<file path="src/rtl/ru_wb.sv">
// Register unit with writeback-source mux, x0 hardwired to zero and a committed-write counter.
// Optional build macro: RU_BYPASS_EN (same-cycle write-through on the read ports).
module ru_wb #(
  parameter int XLEN = 32,
  parameter int NREG = 32
) (
  input  logic                     clk,
  input  logic                     rst,
  input  logic [$clog2(NREG)-1:0]  rs1,
  input  logic [$clog2(NREG)-1:0]  rs2,
  input  logic [$clog2(NREG)-1:0]  rd,
  input  logic                     ruWr,
  input  logic [1:0]               ruDataWrSrc,
  input  logic [XLEN-1:0]          aluRes,
  input  logic [XLEN-1:0]          dmDataRd,
  input  logic [XLEN-1:0]          pcInc,
  output logic [XLEN-1:0]          ru_rs1,
  output logic [XLEN-1:0]          ru_rs2,
  output logic [XLEN-1:0]          ruDataWr,
  output logic [31:0]              wbCount
);

  localparam int AW = $clog2(NREG);
  localparam logic [1:0] SRC_ALU = 2'b00;
  localparam logic [1:0] SRC_DM  = 2'b01;
  localparam logic [1:0] SRC_PC  = 2'b10;

  logic [XLEN-1:0] regs_q [NREG];
  logic [31:0]     wb_count_q;
  logic [31:0]     wb_count_d;
  logic            commit;

  // Reserved select drives zero so nothing meaningful can leak into the array.
  always_comb begin
    ruDataWr = '0;
    case (ruDataWrSrc)
      SRC_ALU: ruDataWr = aluRes;
      SRC_DM:  ruDataWr = dmDataRd;
      SRC_PC:  ruDataWr = pcInc;
      default: ruDataWr = '0;
    endcase
  end

  assign commit     = !rst && ruWr && (rd != '0) && (ruDataWrSrc != 2'b11);
  assign wb_count_d = commit ? wb_count_q + 32'd1 : wb_count_q;

  always_ff @(posedge clk) begin
    if (rst) begin
      for (int i = 0; i < NREG; i++) begin
        regs_q[i] <= '0;
      end
      wb_count_q <= '0;
    end else begin
      if (commit) begin
        regs_q[rd] <= ruDataWr;
      end
      wb_count_q <= wb_count_d;
    end
  end

  // x0 entry is never written, but the explicit zero keeps reads of it independent of the array.
  always_comb begin
    ru_rs1 = (rs1 == '0) ? '0 : regs_q[rs1];
    ru_rs2 = (rs2 == '0) ? '0 : regs_q[rs2];
`ifdef RU_BYPASS_EN
    if (commit && (rs1 == rd)) ru_rs1 = ruDataWr;
    if (commit && (rs2 == rd)) ru_rs2 = ruDataWr;
`else
    // Without write-through the array value is seen until after the committing edge.
`endif
  end

  assign wbCount = wb_count_q;

  logic unused_aw;
  assign unused_aw = (AW == 0);

endmodule

</file>
<file path="config.mk">
export PLATFORM = sky130hd
export DESIGN_NAME = ru_wb
export DESIGN_NICKNAME = d
export VERILOG_FILES = /design/src/rtl/ru_wb.sv
export SDC_FILE = /design/constraint.sdc
export NUM_CORES = 2
export LEC_CHECK = 0
export CAP_MARGIN = 5
export CORE_MARGIN = 3
export CORE_UTILIZATION = 39
export CTS_CLUSTER_SIZE = 14
export DETAILED_ROUTE_END_ITERATION = 6
export GPL_TIMING_DRIVEN = 0
export PLACE_DENSITY = 0.67
export SLEW_MARGIN = 20
export SYNTH_ARGS = -nofsm -noshare
export SYNTH_HDL_FRONTEND = slang
export SYNTH_SLANG_ARGS = --single-unit
</file>
<file path="constraint.sdc">
create_clock -name clk -period 5.15 [get_ports clk]
set_clock_uncertainty 0.05 [all_clocks]
set_input_delay 1.545 -clock clk [delete_from_list [all_inputs] [get_ports clk]]
set_output_delay 1.545 -clock clk [all_outputs]
set_load 0.02 [all_outputs]
</file>
; After elaboration in Yosys (flattened, before gate mapping)
; Memories as Yosys holds them, arrays and structs flattened.
; Index checks and enable logic that the tools add are counted.
[word_totals]
ff_bits = 32
ram_bits = 1024
out_inout_bits = 128
elab_cells = 26
n_memories = 1
[classes]
add_sub_neg = 1
eq_ne = 3
muxes = 11
reduce_logical = 9
[memory_table]
columns = name, depth, word_bits, read_ports, rd_ports_with_merged_regs, write_ports, line_no
row1 = regs_q, 32, 32, 2, 0, 32, 28  ; logic [XLEN-1:0] regs_q [NREG];
[ops]
columns = operator, n
row1 = 32-bit 2-to-1 mux, 3
row2 = 32-bit one-hot mux with 3 select lines, 1
row3 = "32-bit by 1-bit adder with 32-bit output, second input constant", 1
row4 = 32-bit OR reduction, 1
row5 = 5-bit logical NOT, 2
row6 = 1-bit 2-to-1 mux, 6
row7 = 5-bit 2-to-1 mux, 1
row8 = 5-bit nonzero test, 1
row9 = 1-bit logical AND, 3
row10 = "2-bit by 1-bit == test with 1-bit output, second input constant", 1
row11 = "2-bit == test, second input constant", 1
row12 = 2-bit logical NOT, 1
row13 = "2-bit inequality test, second input constant", 1
row14 = 1-bit logical NOT, 1

; Logic depth before layout (Yosys ltp)
[logic_depth]
ltp_word = 9
mapped_depth = 8
mapped_depth_nobuf = 6

; Worst setup path after synthesis
; OpenSTA, ideal clock, no wires.
[synth_path]
path_kind = input to output
start = in rs1[1]
end = out ru_rs1[10]
arrival_ns = 3.420
t_required_ns = 3.555
setup_slack_ns = 0.135
stages = 7
path_buffers = 4
cell_sequence = buf_2 buf_4 buf_2 buf_2 mux4_2 a221oi_1 a21oi_1
[synth_between]
elab_chain_cells = 2
[synth_lines]
columns = element, line_no
row1 = start: declaration, 9  ; input logic [$clog2(NREG)-1:0] rs1,
row2 = memory read 32 x 32 bit or 5-bit logical NOT (tied branches), -
row3 = 32-bit 2-to-1 mux (*), 63  ; ru_rs1 = (rs1 == '0) ? '0 : regs_q[rs1];
row4 = end: declaration, 17  ; output logic [XLEN-1:0] ru_rs1,
; Every way passes the cells marked *; elsewhere a longest branch is shown, timed or not.

; Worst setup path after layout
[layout_path]
start = in rs1[1]
end = out ru_rs1[31]
; Same word-level chain as after synthesis.

==> results.json <==
{
  "status": "complete, but fails checks",
  "violations": "design-rule violations, negative setup slack",
  "vias": 40000,
  "die-width_microns": 379,
  "startpoint_type": "primary input",
  "ios": 244,
  "grt.total_usage_pct": 28.5,
  "layout_setup_ws_ns": -0.124,
  "final_nets": 4425,
  "io_buffers": 233,
  "postRouteAntennaNets": 0,
  "cp.arrival_ns": 3.68,
  "cts.sinks": 1056,
  "gp_congestion": 0.981,
  "area_delta_synth_final_pct": 24.9,
  "routedWlPerCell_microns": 33.7,
  "leakage_nw": 23.1,
  "start_util_pct": 39.3,
  "fin_area_sq_um": 67700,
  "worstPathRequired_ns": 3.56,
  "core_sq_um": 138000,
  "clk_path_buf_depth": 3,
  "worstMarginPinSlew_ns": 1.38,
  "async_flop_share_pct": 0,
  "antenna_found_initial": 0,
  "first_iter_violations": 6447,
  "ys_ff_latch": 1056,
  "grt_pass1_vias": 39800,
  "htreeDepth": 3,
  "post-place-cells": 5920,
  "r2r_end": "wbCount[29]",
  "clock.fmax_ghz": 0.190,
  "r2r_slack_ns": 2.88,
  "grt_setup_unrepaired": "true",
  "ys_seq_area_share_pct": 57.9,
  "synth.cell_area_sq_um": 54200,
  "ir_worst_vdd_mv": 0.315,
  "hold_viol_final": 0,
  "setup_violations": 27,
  "slowest_stage": "a211o_2",
  "cp_common_cell": "buf_16",
  "cts_buffers": 111,
  "power_mw": 21.9,
  "fin_crit_ns": 5.27,
  "overflow": 0,
  "cts_tree": "built",
  "yosysWarnings": 0,
  "yosysUniqueCellTypes": 48,
  "whs_endpoint": "wbCount[1]",
  "routed_wl_microns": 209000,
  "synth_edf_count": 1024,
  "path_clk_slew_ns": 0.07,
  "final_util_pct": 49.1,
  "syn-instance-count": 3842,
  "cp_slowest_stage_delay_ns": 0.45,
  "setup_tns_ns": -0.892,
  "cap_violations": 0,
  "die_h_microns": 379,
  "hold_path_startpoint": "wbCount[1]",
  "critical_path.max_fanout": 10,
  "power.density_nw_per_um2": 323,
  "period_share_pct": 102,
  "critPathCaptureType": "primary output",
  "critPathKind": "primary input to primary output",
  "hold_depth": 2,
  "drt_pass1_iterations": 7,
  "hold_class": "flip-flop to flip-flop",
  "drive_gt1_share_pct": 31.7,
  "r2r_cells": 5,
  "slew_headroom_pct": 8.24,
  "crit_buf_inv": 5,
  "stdcell_count": 6194,
  "hpwl_microns": 145000,
  "ctsHoldBuffers": 0,
  "cp_cell_sequence": "buf_16, buf_16, buf_16, buf_12, mux4_2, mux2i_1, a211o_2, a21oi_4, clkdlybuf4s15_2",
  "synth_ff_type": "edfxtp_1",
  "drv_slew": 0,
  "place_area_sq_um": 59500,
  "post-route-drc-count": 1,
  "cts-root-buf": "clkbuf_16",
  "die_area_sq_um": 144000,
  "grt_first_pass_wirelength_microns": 287000,
  "n_fill_cell": 11600,
  "cp_top_family": "buffers and inverters",
  "grt_max_degree": 33,
  "clock_latency_ns": 0.73,
  "avgSynthCellArea_sq_um": 14.1,
  "vias_per_cell": 6.46,
  "rows": 136,
  "r2r-start": "wbCount[3]"
}
[metrics by stage]
step / hold WS, ns / setup WS, ns
floorplan: 0.509 / 0.135
global placement: 0.433 / -2.37
detailed placement: 0.452 / -2.18
CTS: 0.468 / -0.119
global route: 0.485 / -0.107
finish: 0.471 / -0.124
[kinds of logic (layout without fill, tap and decap cells)]
kind of cell,Yosys count,after routing,share of synthesized area (%)
XOR/XNOR,21,21,0.339
AND/OR/NAND/NOR,1312,1312,9.86
multiplexers,693,693,24.7
buffers and inverters,446,972,3.38
other,1,33,0.00692
flip-flops,1056,1056,57.9
adder cells (fa/ha/maj),1,1,0.0231
AO/OA/AOI/OAI,312,312,3.86
[Yosys cell counts, types with 2 or more instances]
master,count,area (sq um)
nand4_1,6,37.5
and3_1,2,12.5
nor2_1,1111,4170
or3_2,2,15.0
nor3b_1,3,22.5
and4_2,2,20.0
nor3_1,8,40.0
dfxtp_1,32,641
buf_2,89,445
a211o_1,43,377
a211oi_1,43,323
and3b_1,3,26.3
nand2_1,47,176
buf_4,4,30.0
clkbuf_8,3,41.3
clkbuf_1,306,1150
buf_1,8,30.0
inv_1,36,135
o21ai_0,29,145
and3_2,2,15.0
a221oi_1,64,561
or4_1,2,15.0
nand2b_1,31,194
mux2i_1,160,1600
nor2b_1,50,313
a21oi_1,127,636
nand3_1,11,55.1
xnor2_1,19,166
mux4_2,512,11500
xor2_1,2,17.5
mux2_2,21,236
edfxtp_1,1024,30700
and2_1,5,31.3
o31ai_1,3,22.5
or2_2,3,18.8
or3_1,7,43.8
nor4_1,11,68.8
[cells in the final DEF (no fill, tap or decap), drive strengths merged, types with 9 or more instances in the layout]
| cell | n |
|---|---|
| a211o | 43 |
| a211oi | 43 |
| a21oi | 127 |
| a221oi | 64 |
| buf | 285 |
| clkbuf | 417 |
| clkdlybuf4s50 | 164 |
| clkinv | 52 |
| conb | 32 |
| dfxtp | 32 |
| edfxtp | 1024 |
| inv | 37 |
| mux2 | 21 |
| mux2i | 160 |
| mux4 | 512 |
| nand2 | 47 |
| nand2b | 31 |
| nand3 | 12 |
| nor2 | 1111 |
| nor2b | 50 |
| nor4 | 11 |
| o21ai | 29 |
| or3 | 9 |
| xnor2 | 19 |
[where the power goes]
| part | internal, mW | leakage, nW | switching (mW) |
|---|---|---|---|
| clock | 4.32 | 1.69 | 3.62 |
| sequential | 9.87 | 10.0 | 0.230 |
| combinational | 1.60 | 11.4 | 2.22 |
[tightest hold or removal path: cells and delay by family (launching register included)]
family | cells | cell delay [ns]
AO/OA/AOI/OAI | 1 | 0.06
flip-flops | 1 | 0.35
AND/OR/NAND/NOR | 1 | 0.07
[layout make-up]
| type | count | area, sq um | area share, % |
|---|---|---|---|
| multi-input cells | 2371 | 23400 | 34.6 |
| well taps | 1794 | 2240 | 3.32 |
| clock inverters | 65 | 579 | 0.856 |
| repair buffers | 339 | 3620 | 5.35 |
| plain buffers | 393 | 3420 | 5.04 |
| clock buffers | 139 | 2910 | 4.30 |
| inverters | 36 | 135 | 0.200 |
| flip-flops and latches | 1056 | 31400 | 46.4 |
| diodes | 1 | 2.50 | 0.00370 |
[state kept, by name, indices dropped and copies added, names as in the netlist]
| name | count |
|---|---|
| regs_q | 1024 |
| wbCount | 32 |
[what timing repair did]
| action | 4_1_cts | 5_1_grt |
|---|---|---|
| gates resized for setup | 1135 | 222 |
| pin swaps | 31 | 30 |
| setup endpoints to repair | 96 | 85 |
| setup buffers | 29 | 49 |
| cloned | 4 | 7 |
[how the worst max path moves through the flow]
stage,start,cells past startpoint,endpoint
final,rs1[1],9,ru_rs1[31]
after global routing,rs1[1],9,ru_rs1[31]
after CTS,rs1[1],9,ru_rs1[2]
after detailed placement,rs2[3],9,ru_rs2[4]
after global placement,rs2[3],9,ru_rs2[2]
after floorplan,rs1[1],7,ru_rs1[10]
[per-layer routing]
layer  GRT usage, %  part of all wire (%)
met1           36.4                    34
met2           42.8                    45
met3           9.95                    15
met4           14.7                   6.2
met5              0                 0.025
No activity file was read; power rests on OpenSTA's default activity.
